<file path="src/rtl/servo_pkg.sv">
// -----------------------------------------------------------------------------
// servo_pkg
// Constants shared by the servo ramp scheduler and its step unit: the channel
// count, duty width, CPU word addresses of the register window and the sweep
// FSM state encoding.
// -----------------------------------------------------------------------------
package servo_pkg;

    localparam int NUM_SERVO = 3;
    localparam int DUTY_W    = 10;
    localparam int ADDR_W    = 12;
    localparam int DATA_W    = 32;

    // CPU data-memory word addresses decoded by the scheduler
    localparam logic [ADDR_W-1:0] ADDR_TGT1   = 12'd11;
    localparam logic [ADDR_W-1:0] ADDR_TGT2   = 12'd12;
    localparam logic [ADDR_W-1:0] ADDR_TGT3   = 12'd13;
    localparam logic [ADDR_W-1:0] ADDR_STATUS = 12'd14;

    // One state per channel update plus the idle wait for the next tick
    typedef enum logic [1:0] {
        ST_IDLE = 2'd0,
        ST_S1   = 2'd1,
        ST_S2   = 2'd2,
        ST_S3   = 2'd3
    } servo_state_t;

    // Channel index served by a sweep state; IDLE maps to channel 0 so the
    // shared step unit always has a defined operand.
    function automatic logic [1:0] state_chan(input servo_state_t s);
        logic [1:0] ch;
        case (s)
            ST_S2:   ch = 2'd1;
            ST_S3:   ch = 2'd2;
            default: ch = 2'd0;
        endcase
        return ch;
    endfunction

endpackage

</file>
<file path="src/rtl/servo_step_unit.sv">
// -----------------------------------------------------------------------------
// servo_step_unit
// Combinational saturating step of a duty value toward its target. The move
// is at most STEP per call and never overshoots the target. Arithmetic is done
// one bit wider than the duty so cur+STEP and target+STEP cannot wrap.
//
// Ports
//   cur  : current duty
//   tgt  : target duty
//   next : duty after one step toward tgt (equal to cur when already there)
// -----------------------------------------------------------------------------
module servo_step_unit
    import servo_pkg::*;
#(
    parameter int STEP = 4
) (
    input  logic [DUTY_W-1:0] cur,
    input  logic [DUTY_W-1:0] tgt,
    output logic [DUTY_W-1:0] next
);

    localparam logic [DUTY_W:0] STEP_X = (DUTY_W+1)'(STEP);

    logic [DUTY_W:0] cur_x;
    logic [DUTY_W:0] tgt_x;
    logic [DUTY_W:0] up_x;
    logic [DUTY_W:0] dn_x;
    logic [DUTY_W:0] dn_lim_x;

    always_comb begin
        cur_x    = {1'b0, cur};
        tgt_x    = {1'b0, tgt};
        up_x     = cur_x + STEP_X;
        dn_x     = cur_x - STEP_X;
        // Any cur at or below tgt+STEP lands exactly on tgt when moving down;
        // this comparison avoids ever evaluating a negative cur-STEP.
        dn_lim_x = tgt_x + STEP_X;
        next     = cur;
        if (cur_x < tgt_x) begin
            if (up_x >= tgt_x) begin
                next = tgt;
            end else begin
                next = up_x[DUTY_W-1:0];
            end
        end else if (cur_x > tgt_x) begin
            if (cur_x <= dn_lim_x) begin
                next = tgt;
            end else begin
                next = dn_x[DUTY_W-1:0];
            end
        end
    end

endmodule

</file>
<file path="src/rtl/servo_ramp_scheduler.sv">
// -----------------------------------------------------------------------------
// servo_ramp_scheduler
// Memory-mapped ramp controller for three servo PWM duties. The CPU writes a
// target duty per channel; every TICK_DIV clocks a sweep FSM walks S1..S3 and
// moves each channel's current duty at most STEP toward its target through a
// single time-shared step unit. Current duties drive duty1..duty3 directly.
//
// Build option
//   SERVO_LIMIT_EN : when defined, written targets are clamped to
//                    [MIN_DUTY, MAX_DUTY] before being stored.
//
// Ports
//   clock  : single clock
//   reset  : asynchronous active-high reset
//   wEn    : CPU data-memory write strobe
//   addr   : CPU word address (11..13 targets, 14 status)
//   dataIn : CPU write data, bits [9:0] used
//   rdData : combinational read data for this block's addresses
//   rdHit  : addr decodes to this block
//   duty1..duty3 : registered current duty per servo
// -----------------------------------------------------------------------------
module servo_ramp_scheduler
    import servo_pkg::*;
#(
    parameter int TICK_DIV  = 500000,
    parameter int STEP      = 4,
    parameter int INIT_DUTY = 75,
    parameter int MIN_DUTY  = 50,
    parameter int MAX_DUTY  = 100
) (
    input  logic              clock,
    input  logic              reset,
    input  logic              wEn,
    input  logic [ADDR_W-1:0] addr,
    input  logic [DATA_W-1:0] dataIn,
    output logic [DATA_W-1:0] rdData,
    output logic              rdHit,
    output logic [DUTY_W-1:0] duty1,
    output logic [DUTY_W-1:0] duty2,
    output logic [DUTY_W-1:0] duty3
);

`ifdef SERVO_LIMIT_EN
    localparam bit LIMIT_EN = 1'b1;
`else
    localparam bit LIMIT_EN = 1'b0;
`endif

    localparam int                CNT_W    = $clog2(TICK_DIV);
    localparam logic [CNT_W-1:0]  CNT_LAST = CNT_W'(TICK_DIV - 1);
    localparam logic [DUTY_W-1:0] INIT_D   = DUTY_W'(INIT_DUTY);
    localparam logic [DUTY_W-1:0] MIN_D    = DUTY_W'(MIN_DUTY);
    localparam logic [DUTY_W-1:0] MAX_D    = DUTY_W'(MAX_DUTY);

    // Clamp applied to CPU-written targets when the limit option is built in
    function automatic logic [DUTY_W-1:0] limit_duty(input logic [DUTY_W-1:0] v);
        logic [DUTY_W-1:0] r;
        r = v;
        if (LIMIT_EN) begin
            if (v < MIN_D) begin
                r = MIN_D;
            end else if (v > MAX_D) begin
                r = MAX_D;
            end
        end
        return r;
    endfunction

    logic [CNT_W-1:0]     tick_cnt;
    logic                 tick;
    servo_state_t         state;
    logic [DUTY_W-1:0]    tgt [NUM_SERVO];
    logic [DUTY_W-1:0]    cur [NUM_SERVO];
    logic [NUM_SERVO-1:0] busy;
    logic [1:0]           sel;
    logic [DUTY_W-1:0]    step_cur;
    logic [DUTY_W-1:0]    step_tgt;
    logic [DUTY_W-1:0]    step_next;
    logic [DUTY_W-1:0]    wr_duty;
    logic                 unused_data;

    assign unused_data = ^dataIn[DATA_W-1:DUTY_W];
    assign wr_duty     = limit_duty(dataIn[DUTY_W-1:0]);

    // Tick divider: tick is a one-cycle pulse registered as the count wraps
    always_ff @(posedge clock or posedge reset) begin
        if (reset) begin
            tick_cnt <= '0;
            tick     <= 1'b0;
        end else if (tick_cnt == CNT_LAST) begin
            tick_cnt <= '0;
            tick     <= 1'b1;
        end else begin
            tick_cnt <= tick_cnt + 1'b1;
            tick     <= 1'b0;
        end
    end

    // Target registers: a write during a channel's own sweep state is stored
    // here but the step unit has already sampled the old value this cycle.
    always_ff @(posedge clock or posedge reset) begin
        if (reset) begin
            for (int i = 0; i < NUM_SERVO; i++) begin
                tgt[i] <= INIT_D;
            end
        end else if (wEn) begin
            case (addr)
                ADDR_TGT1: tgt[0] <= wr_duty;
                ADDR_TGT2: tgt[1] <= wr_duty;
                ADDR_TGT3: tgt[2] <= wr_duty;
                default:   ;
            endcase
        end
    end

    // Shared step unit operand mux
    always_comb begin
        sel      = state_chan(state);
        step_cur = cur[sel];
        step_tgt = tgt[sel];
    end

    servo_step_unit #(
        .STEP (STEP)
    ) u_step (
        .cur  (step_cur),
        .tgt  (step_tgt),
        .next (step_next)
    );

    // Sweep FSM: one channel per state; a tick outside IDLE is dropped
    always_ff @(posedge clock or posedge reset) begin
        if (reset) begin
            state <= ST_IDLE;
            for (int i = 0; i < NUM_SERVO; i++) begin
                cur[i] <= INIT_D;
            end
        end else begin
            case (state)
                ST_IDLE: begin
                    if (tick) begin
                        state <= ST_S1;
                    end
                end
                ST_S1: begin
                    cur[0] <= step_next;
                    state  <= ST_S2;
                end
                ST_S2: begin
                    cur[1] <= step_next;
                    state  <= ST_S3;
                end
                ST_S3: begin
                    cur[2] <= step_next;
                    state  <= ST_IDLE;
                end
                default: state <= ST_IDLE;
            endcase
        end
    end

    always_comb begin
        for (int i = 0; i < NUM_SERVO; i++) begin
            busy[i] = (cur[i] != tgt[i]);
        end
    end

    // CPU read port
    always_comb begin
        rdData = '0;
        rdHit  = 1'b0;
        case (addr)
            ADDR_TGT1: begin
                rdData = {{(DATA_W-DUTY_W){1'b0}}, tgt[0]};
                rdHit  = 1'b1;
            end
            ADDR_TGT2: begin
                rdData = {{(DATA_W-DUTY_W){1'b0}}, tgt[1]};
                rdHit  = 1'b1;
            end
            ADDR_TGT3: begin
                rdData = {{(DATA_W-DUTY_W){1'b0}}, tgt[2]};
                rdHit  = 1'b1;
            end
            ADDR_STATUS: begin
                rdData = {{(DATA_W-NUM_SERVO){1'b0}}, busy};
                rdHit  = 1'b1;
            end
            default: ;
        endcase
    end

    assign duty1 = cur[0];
    assign duty2 = cur[1];
    assign duty3 = cur[2];

endmodule

</file>
<file path="config.mk">
export PLATFORM = sky130hd
export DESIGN_NAME = servo_ramp_scheduler
export DESIGN_NICKNAME = d
export VERILOG_FILES = /design/src/rtl/servo_pkg.sv /design/src/rtl/servo_step_unit.sv /design/src/rtl/servo_ramp_scheduler.sv
export SDC_FILE = /design/constraint.sdc
export NUM_CORES = 1
export LEC_CHECK = 0
export CELL_PAD_IN_SITES_DETAIL_PLACEMENT = 1
export CELL_PAD_IN_SITES_GLOBAL_PLACEMENT = 2
export CORE_MARGIN = 2
export CORE_UTILIZATION = 30
export CTS_BUF_LIST = sky130_fd_sc_hd__clkbuf_8
export DETAILED_ROUTE_END_ITERATION = 10
export PLACE_DENSITY_LB_ADDON = 0.2
export SLEW_MARGIN = 10
export SYNTH_ARGS = -nofsm -noshare
export SYNTH_HDL_FRONTEND = slang
export SYNTH_SLANG_ARGS = --single-unit
</file>
<file path="constraint.sdc">
create_clock -name clock -period 7.05 [get_ports clock]
set_input_delay 1.0575 -clock clock [delete_from_list [all_inputs] [get_ports clock]]
set_output_delay 1.0575 -clock clock [all_outputs]
set_load 0.01 [all_outputs]
</file>
Word level (Yosys, flattened, before mapping)
Cells that the tools add are included.
Storage, ports and cells
  bits in registers: 82
  bits in latches: 0
  bits in writable memories: 0
  bits in read-only memories: 0
  bits of input ports: 47
  output and inout bits: 63
  logic and storage cells: 53
  memories kept: 0
Cells by class
  add/subtract/negate cells: 4
  $mul: 0
  div/mod/pow operators: 0
  $lt $le $gt $ge: 5
  equality and inequality tests: 12
  shift operators: 0
  muxes and demuxes: 17
  bitwise logic cells: 1
  reduce and logical (&&, ||, !) cells: 5
Operators with widths (number)
  $mux W10: 8
  $eq A12 B4 Y1 const B: 4
  $bmux W10 S2: 2
  $pmux W10 S4: 1
  $ne A10 B10 Y1: 3
  $add A10 B3 Y11 const B: 2
  $add A19 B1 Y19 const B: 1
  $eq A19 B19 Y1 const B: 1
  $mux W19: 1
  $ge A11 B10 Y1: 1
  $le A10 B11 Y1: 1
  $gt A10 B10 Y1: 1
  $lt A10 B10 Y1: 1
  $sub A10 B3 Y10 const B: 1
  $pmux W2 S4: 1
  $reduce_and A2 Y1: 3
  $eq A2 B2 Y1 const B: 2
  $pmux W2 S2: 1
  $reduce_or A4 Y1: 1
  $ge A3 B3 Y1 const B: 1
  $not A2 Y3: 1
  $eq A2 B1 Y1 const B: 1
  $logic_not A2 Y1: 1
  $mux W1: 2
  2 further kinds: 2

Depth between registers and ports, before layout
Gate-level depths: netlist of the first run.
  word-level depth: 11
  gate-level depth with buffers: 24

Modules after synthesis
A second synthesis of the first run with hierarchy kept.
Unflattened totals
  cells, all modules: 598
  area total of the unflattened synthesis: 5876.9 sq um
By module, submodules not included
  servo_ramp_scheduler: times used 1, cells an instance 409, area each 4549.4 sq um
  servo_step_unit: times used 1, cells an instance 189, area each 1327.5 sq um

Worst setup path after synthesis of the first run
No wires, ideal clock.
  path kind: register -> register
  from: register state[0]
  to: register cur, in the netlist duty1[2]
  setup time: 0.083 ns
  arrival time: 4.893 ns
  setup slack: 2.074 ns
  stages on the path, launching flop included: 24
  buffers on the path: 4
  period minus slack after synthesis: 4.976 ns
  path through: dfrtp_1 -> inv_1 -> ha_1 -> buf_4 -> buf_6 -> buf_6 -> buf_4 -> mux2i_1 -> nor2_1 -> a21oi_1 -> inv_1 -> ha_1 -> inv_1 -> or4_4 -> nor2_1 -> xor2_1 -> ha_1 -> nand4_1 -> nor2_1 -> a2111oi_0 -> a221oi_1 -> a211oi_1 -> or4_4 -> a31oi_1
Between the ends
  longest elaborated chain between the ends: 11
Ends and longest elaborated chain
  from (decl): RTL line servo_ramp_scheduler.sv:71  | servo_state_t state;
  from (signal assigned): RTL line servo_ramp_scheduler.sv:134  | state <= ST_IDLE;
  from (signal assigned): RTL line servo_ramp_scheduler.sv:142  | state <= ST_S1;
  from (signal assigned): RTL line servo_ramp_scheduler.sv:147  | state <= ST_S2;
  $eq A2 B2 Y1: RTL line servo_pkg.sv:32  | case (s)
  $pmux W2 S2: RTL line servo_pkg.sv:32
  $not A2 Y3 (not written as such): RTL line servo_ramp_scheduler.sv:119, servo_ramp_scheduler.sv:120
  $bmux W10 S2: RTL line servo_ramp_scheduler.sv:120  | step_tgt = tgt[sel];
  $mux W10 (not written as such) (2 in series): RTL line servo_ramp_scheduler.sv:120
  $add A10 B3 Y11: RTL line servo_step_unit.sv:37  | dn_lim_x = tgt_x + STEP_X;
  $le A10 B11 Y1: RTL line servo_step_unit.sv:46  | if (cur_x <= dn_lim_x) begin
  $mux W10: RTL line servo_step_unit.sv:46
  $mux W10: RTL line servo_step_unit.sv:45  | end else if (cur_x > tgt_x) begin
  $mux W10: RTL line servo_step_unit.sv:39  | if (cur_x < tgt_x) begin
  to (decl): RTL line servo_ramp_scheduler.sv:73  | logic [DUTY_W-1:0] cur [NUM_SERVO];
Parallel ways exist; a longest one is shown, timed or not. The select of a mux whose other input is x is not followed.
A chain may end at the register's enable or synchronous reset.

Worst setup path in the final report of the first run
  from: register state[0]
  to: register cur, in the netlist duty3[8]
Between the ends
  longest elaborated chain between the ends: 11
Ends and longest elaborated chain (RTL line)
  $eq A2 B2 Y1, on equally long branches: servo_pkg.sv:32, servo_ramp_scheduler.sv:139
  $pmux W2 S2: servo_pkg.sv:32
  $not A2 Y3 (not written as such): servo_ramp_scheduler.sv:119, servo_ramp_scheduler.sv:120
  $bmux W10 S2: servo_ramp_scheduler.sv:120
  $mux W10 (not written as such) (2 in series): servo_ramp_scheduler.sv:120
  $add A10 B3 Y11: servo_step_unit.sv:37
  $le A10 B11 Y1: servo_step_unit.sv:46
  $mux W10: servo_step_unit.sv:46
  $mux W10: servo_step_unit.sv:45
  $mux W10: servo_step_unit.sv:39
Parallel ways exist; a longest one is shown, timed or not. The select of a mux whose other input is x is not followed.

==> impl_metrics.yaml, run 1 <==
finish:
  mostFrequentLayoutCells: "65 x clkdlybuf4s50_1, 62 x nor2_1, 58 x dfrtp_1"
  final_common_cell: "clkdlybuf4s50_1"
  areaGrowthSynthToFinish_pct: 16.6
  ff_latch_area_mm2: 0.00208
  n_antenna_cell: 0
  final_core_util: 0.356
  nets: 811
  nFillCells: 2380
  multi_input_area_mm2: 0.00378
  layout-drive-gt1-share: 0.150
place:
  portBuffers: 65
  gp_congestion: 0.886
  post-dp-hpwl_mm: 16.2
clock_network:
  cts_setup_buffers: 0
  root_buffer: "clkbuf_8"
  worstSkewPairLatency_ns: 0.38
  cts_buffers: 9
  cts_tree: "done"
  ctsResizeCount: 0
  clk_pin_slew_ns: 0.09
  h-tree-depth: 3
  clockBufferDepth: 2
  clkSinkCount: 82
  cts.hold.buffers_added: 0
timing:
  period_needed_ns: 5.67
  worst_pin_slew_ns: 1.07
  maxSlewViolCount: 0
  setup_tns_ns: 0
  relSlewSlack: 0.288
  finalClockSkew_ns: 0.0168
  rsz0062_at_grt: "false"
  fin_crit_sh: 0.804
  setup_viol: 0
  max_freq_ghz: 0.177
  hold_viol: 0
critical_path:
  path_cells: "inv_1 -> ha_2 -> mux2i_1 -> nor2_1 -> a21oi_1 -> inv_1 -> ha_1 -> inv_1 -> or4_4 -> nor2_1 -> xor2_1 -> ha_1 -> nand4_1 -> nor2_1 -> a2111oi_0 -> a221o_1 -> o21ai_0 -> a211oi_2 -> o2bb2ai_1"
  critPathSlowestCell: "ha_2"
  required_ns: 7.30
  arrival_ns: 5.92
  critical-path-max-stage-delay_ns: 0.71
  worstSetupPathType: "register to register"
  start_kind: "register"
  crit_path_max_fanout: 28
  end_kind: "register"
global_routing:
  grt_overflow_total: 0
  antenna_found_initial: 0
  grt_pass1_vias: 5637
  grtUsageTotal: 0.199
  grt_pass1_wl_mm: 33.5
  grt_start_max_net_pins: 83
synthesis:
  ys_warn_count: 0
  yosysSeqAreaShare: 0.337
  yosys_register_bits: 82
  ys_types: 76
  synth_edf_count: 0
  avgSynthCellArea_um2: 9.19
  postSynthCellCount: 671
  synth_ff_type: "dfrtp_1"
  synthArstFlopShare: 1.00
  synth_area_mm2: 0.00617
power:
  leakagePower_uw: 0.00294
  powerDensity_mw_per_mm2: 118
  ir_drop_v: 0.0000773
detailed_routing:
  routedWlPerCell_um: 20.9
  vias: 5379
  route.detailed.vias_per_inst: 5.35
  first_iter_violations: 264
  firstDrtPassIters: 4
  ant_nets: 0
  wl_mm: 21.0
  drc_errors: 0
die:
  initial_core_util: 0.305
  die_w_um: 147
  rows: 52
  core_mm2: 0.0202
  ios: 110
  die_area_mm2: 0.0217
  die_y_um: 147
status:
  status: "completed"
flow_run:
  cap_violations: 0
min_path:
  hold_path_class: "register to register"
[registers in the layout (all words and copies together), names as in the netlist]
name and cells:
duty3 10, duty2 10, state 2, tick 1, tick_cnt 19, tgt 30, duty1 10
[cell families after synthesis]
logic type                 after synthesis  synth area share
AOI/OAI and AO/OA                      139             0.161
xor gates and xnor gates                55            0.0781
adders and majority gates               35            0.0706
buffers and inverters                   73            0.0635
DFF                                     82             0.337
muxes                                   59             0.103
other                                    1          0.000608
and+or+nand+nor                        227             0.185
[power by group]
part / total, uW / internal, uW / switching (uW)
Clock: 317 / 127 / 191
Combinational: 61.1 / 22.7 / 38.4
Sequential: 473 / 472 / 1.08
[worst max-delay path: cells and delay by family, from the launching register on]
kind / cells / cell delay (ns)
xor gates and xnor gates: 1 / 0.17
and+or+nand+nor: 5 / 0.47
adders and majority gates: 3 / 1.21
DFF: 1 / 0.42
buffers and inverters: 3 / 0.43
AOI/OAI and AO/OA: 6 / 2.53
muxes: 1 / 0.28
[final timing paths]
check / endpoint / slack, ns / cells past startpoint / startpoint
max: duty3[8] / 1.38 / 19 / state[0]
min in group asynchronous: state[0] / 1.33 / 3 / reset
min: tick_cnt[0] / 0.46 / 1 / tick_cnt[0]
max in group asynchronous: duty3[4] / 5.02 / 3 / reset
max reg2reg: duty3[8] / 1.38 / 19 / state[0]
min reg2reg: tick_cnt[0] / 0.46 / 1 / tick_cnt[0]
[synth_stat cells (3+ instances only)]
| cell | count | area, um2 |
|---|---|---|
| or4_1 | 4 | 30.0 |
| nor2_1 | 62 | 233 |
| o21ai_0 | 26 | 130 |
| nor2b_1 | 4 | 25.0 |
| and2_1 | 5 | 31.3 |
| nor3b_1 | 3 | 22.5 |
| a22oi_1 | 6 | 45.0 |
| mux2_2 | 33 | 372 |
| a31oi_1 | 12 | 75.1 |
| o211ai_1 | 4 | 30.0 |
| a31o_2 | 4 | 35.0 |
| a211oi_1 | 5 | 37.5 |
| and3_1 | 7 | 43.8 |
| a21oi_1 | 24 | 120 |
| o31ai_1 | 9 | 67.6 |
| xnor2_1 | 36 | 315 |
| a21oi_2 | 3 | 26.3 |
| dfrtp_1 | 58 | 1450 |
| nand4_1 | 14 | 87.6 |
| a221o_1 | 3 | 30.0 |
| mux2i_1 | 24 | 240 |
| nand2_1 | 52 | 195 |
| clkbuf_1 | 17 | 63.8 |
| or3_1 | 5 | 31.3 |
| buf_2 | 4 | 20.0 |
| inv_1 | 22 | 82.6 |
| nor4_1 | 8 | 50.1 |
| ha_1 | 34 | 425 |
| nor4b_1 | 3 | 26.3 |
| buf_6 | 3 | 33.8 |
| dfstp_2 | 24 | 631 |
| nor3_1 | 8 | 40.0 |
| a21o_1 | 6 | 45.0 |
| o22ai_1 | 3 | 18.8 |
| o2bb2ai_1 | 4 | 35.0 |
| o311ai_1 | 3 | 26.3 |
| xor2_1 | 19 | 166 |
| nand3_1 | 35 | 175 |
| buf_4 | 24 | 180 |
[metrics by stage]
step | hold slack, ns | std cells | worst slack [ns] | cell area, um2 | total power [uW]
6_report | 0.463 | 1005 | 1.38 | 7200 | 851
5_1_grt | 0.505 | 1005 | 0.816 | 7200 | 884
4_1_cts | 0.468 | 1005 | 1.26 | 7200 | 863
3_5_place_dp | 0.453 | 989 | 1.30 | 7030 | 543
3_3_place_gp | 0.451 | 989 | 1.55 | 7030 | 541
2_1_floorplan | 0.433 | 692 | 2.07 | 6250 | 524
[metal layers]
| layer | vias to the layer above | global-route usage | routed length, um |
|---|---|---|---|
| met3 | 21 | 0.0309 | 760 |
| met4 | 0 | 0.0486 | 249 |
| li1 | 2525 | - | - |
| met1 | 2729 | 0.277 | 9990 |
| met2 | 104 | 0.326 | 10000 |
| met5 | - | 0 | 0 |
[layout make-up]
type / instances / area share
inverters: 23 / 0.0122
clock buffers: 9 / 0.0172
flip-flops and latches: 82 / 0.289
repair buffers: 77 / 0.103
well taps: 270 / 0.0469
multi-input cells: 537 / 0.525
clock inverters: 7 / 0.00643
(Power assumes the default switching activity.)
==> run 2, diff against run 1 <==
- clock period: 7.05 -> 4.7 ns (I/O delays scaled with it)
==> run 2 against run 1 <==
Net effect: total power grew 64%; hold slack better by 0.0035 ns; die area unchanged; largest cell class unchanged; critical path type unchanged; global-route usage grew 0.29 points.
==> impl_metrics.yaml, run 2 (same netlist as run 1, synthesis figures left out) <==
status:
  status: "completed"
critical_path:
  worstReg2RegEnd: "duty3[7]"
  crit_path_max_fanout: 10
  start_kind: "register"
  reg2reg_slack_ns: 0.29
  required_ns: 4.97
  reg2reg_depth: 16
  end_kind: "register"
  reg2reg_from: "state[0]"
  arrival_ns: 4.68
  worstSetupPathType: "register to register"
timing:
  hold_slack_ns: 0.467
  setup_tns_ns: 0
  worst_pin_slew_ns: 1.00
  finalClockSkew_ns: 0.0168
  hold_viol: 0
  fin_crit_sh: 0.938
  relSlewSlack: 0.330
  maxSlewViolCount: 0
  max_freq_ghz: 0.227
  period_needed_ns: 4.41
  setup_viol: 0
clock_network:
  cts_setup_buffers: 0
  h-tree-depth: 3
  clockBufferDepth: 2
  worstSkewPairLatency_ns: 0.37
  cts_buffers: 9
  clkSinkCount: 82
  cts_tree: "done"
  root_buffer: "clkbuf_8"
  cts.hold.buffers_added: 0
  clk_pin_slew_ns: 0.10
min_path:
  hold_path_class: "register to register"
  hold_end: "tick_cnt[0]"
  holdPathStages: 1
  worstHoldStart: "tick_cnt[0]"
detailed_routing:
  wl_met1_mm: 9.89
  route.detailed.vias_per_inst: 5.28
  drc_errors: 0
  top_layer: "met4"
  routedWlPerCell_um: 20.8
  first_iter_violations: 253
  wl_met3_um: 813
  firstDrtPassIters: 4
  wl_mm: 21.6
  ant_nets: 0
  met2RoutedLength_mm: 10.6
  vias: 5505
global_routing:
  grt_start_max_net_pins: 59
  grt_overflow_total: 0
  antenna_found_initial: 0
  grt_pass1_vias: 5883
  grt_pass1_wl_mm: 34.1
  grtUsageTotal: 0.202
flow_run:
  cap_violations: 0
place:
  portBuffers: 65
  post-dp-hpwl_mm: 17.3
  gp_congestion: 0.846
die:
  die_area_mm2: 0.0217
  initial_core_util: 0.305
  die_w_um: 147
  core_mm2: 0.0202
  ios: 110
  rows: 52
  die_y_um: 147
finish:
  layout-drive-gt1-share: 0.207
  nFillCells: 2341
  multi_input_area_mm2: 0.00384
  top_regs: "tgt: 30 flops, tick_cnt: 19 flops"
  nets: 848
  final_common_cell: "clkdlybuf4s50_1"
  regMostFlops: "tgt"
  n_antenna_cell: 0
  areaGrowthSynthToFinish_pct: 23.2
  mostFrequentLayoutCells: "65 x clkdlybuf4s50_1, 61 x nor2_1, 57 x dfrtp_1"
  ff_latch_area_mm2: 0.00208
  largest_register_ff_count: 30
  final_core_util: 0.376
power:
  leakagePower_uw: 0.00316
  ir_drop_v: 0.000132
  powerDensity_mw_per_mm2: 183
  power_uw: 1390
## run 2: cell types whose count changed in the layout (fill, tap and decap cells not counted), sizes merged
| cell | before | now |
|---|---|---|
| buf | 12 | 49 |
| bufinv | 0 | 2 |
| clkinv | 1 | 3 |
| clkinvlp | 4 | 1 |
| inv | 25 | 24 |
## run 2: layer usage
| layer | GRT usage | up-vias |
|---|---|---|
| met3 | 0.0324 | 22 |
| met2 | 0.347 | 118 |
| li1 | - | 2598 |
| met4 | 0.0413 | 0 |
| met1 | 0.271 | 2767 |
| met5 | 0 | - |
## run 2: per-stage QoR
stage / cells / cell area [um2] / worst slack [ns]
finish: 1042 / 7600 / 0.290
global route: 1042 / 7600 / -0.0121
CTS: 1042 / 7550 / 0.0113
detailed placement: 1026 / 7330 / 0.0359
global placement: 1026 / 7330 / 0.197
floorplan: 692 / 6260 / 0.00544
## run 2: report_power, final
group          internal (uW)  switching [uW]
Sequential               708            1.62
Combinational           38.9            57.8
Clock                    303             285
## run 2: how the worst max path moves through the flow
stage	cells past startpoint	endpoint	startpoint
finish	16	duty3[7]	state[0]
floorplan	24	duty1[2]	state[0]
global placement	17	duty1[6]	state[0]
detailed placement	17	duty3[6]	state[0]
global route	19	duty1[5]	state[0]
CTS	17	duty3[6]	state[0]
## run 2: repair_timing
action	4_1_cts	5_1_grt
gates resized for setup	0	12
endpoints found under the hold margin	0	0
endpoints found under the setup margin	0	27
## run 2: final cells by class
| class | instances | area share |
|---|---|---|
| inverters | 23 | 0.0115 |
| clock buffers | 9 | 0.0163 |
| clock inverters | 7 | 0.0130 |
| flip-flops and latches | 82 | 0.274 |
| repair buffers | 114 | 0.136 |
| well taps | 270 | 0.0444 |
| multi-input cells | 537 | 0.505 |
## run 2: worst max-delay path, cell delays in order, from the launching register on
cell      delay [ns]
dfrtp_2         0.45
inv_2           0.12
ha_4            0.23
buf_4           0.22
mux2i_1         0.09
o22ai_1         0.29
ha_1            0.31
nand3_1         0.15
xnor2_2         0.19
ha_1            0.32
and3_1          0.20
a221oi_1        0.32
o221ai_1        0.23
a21o_1          0.37
nor4_2          0.34
o21ai_0         0.25
a31oi_1         0.23
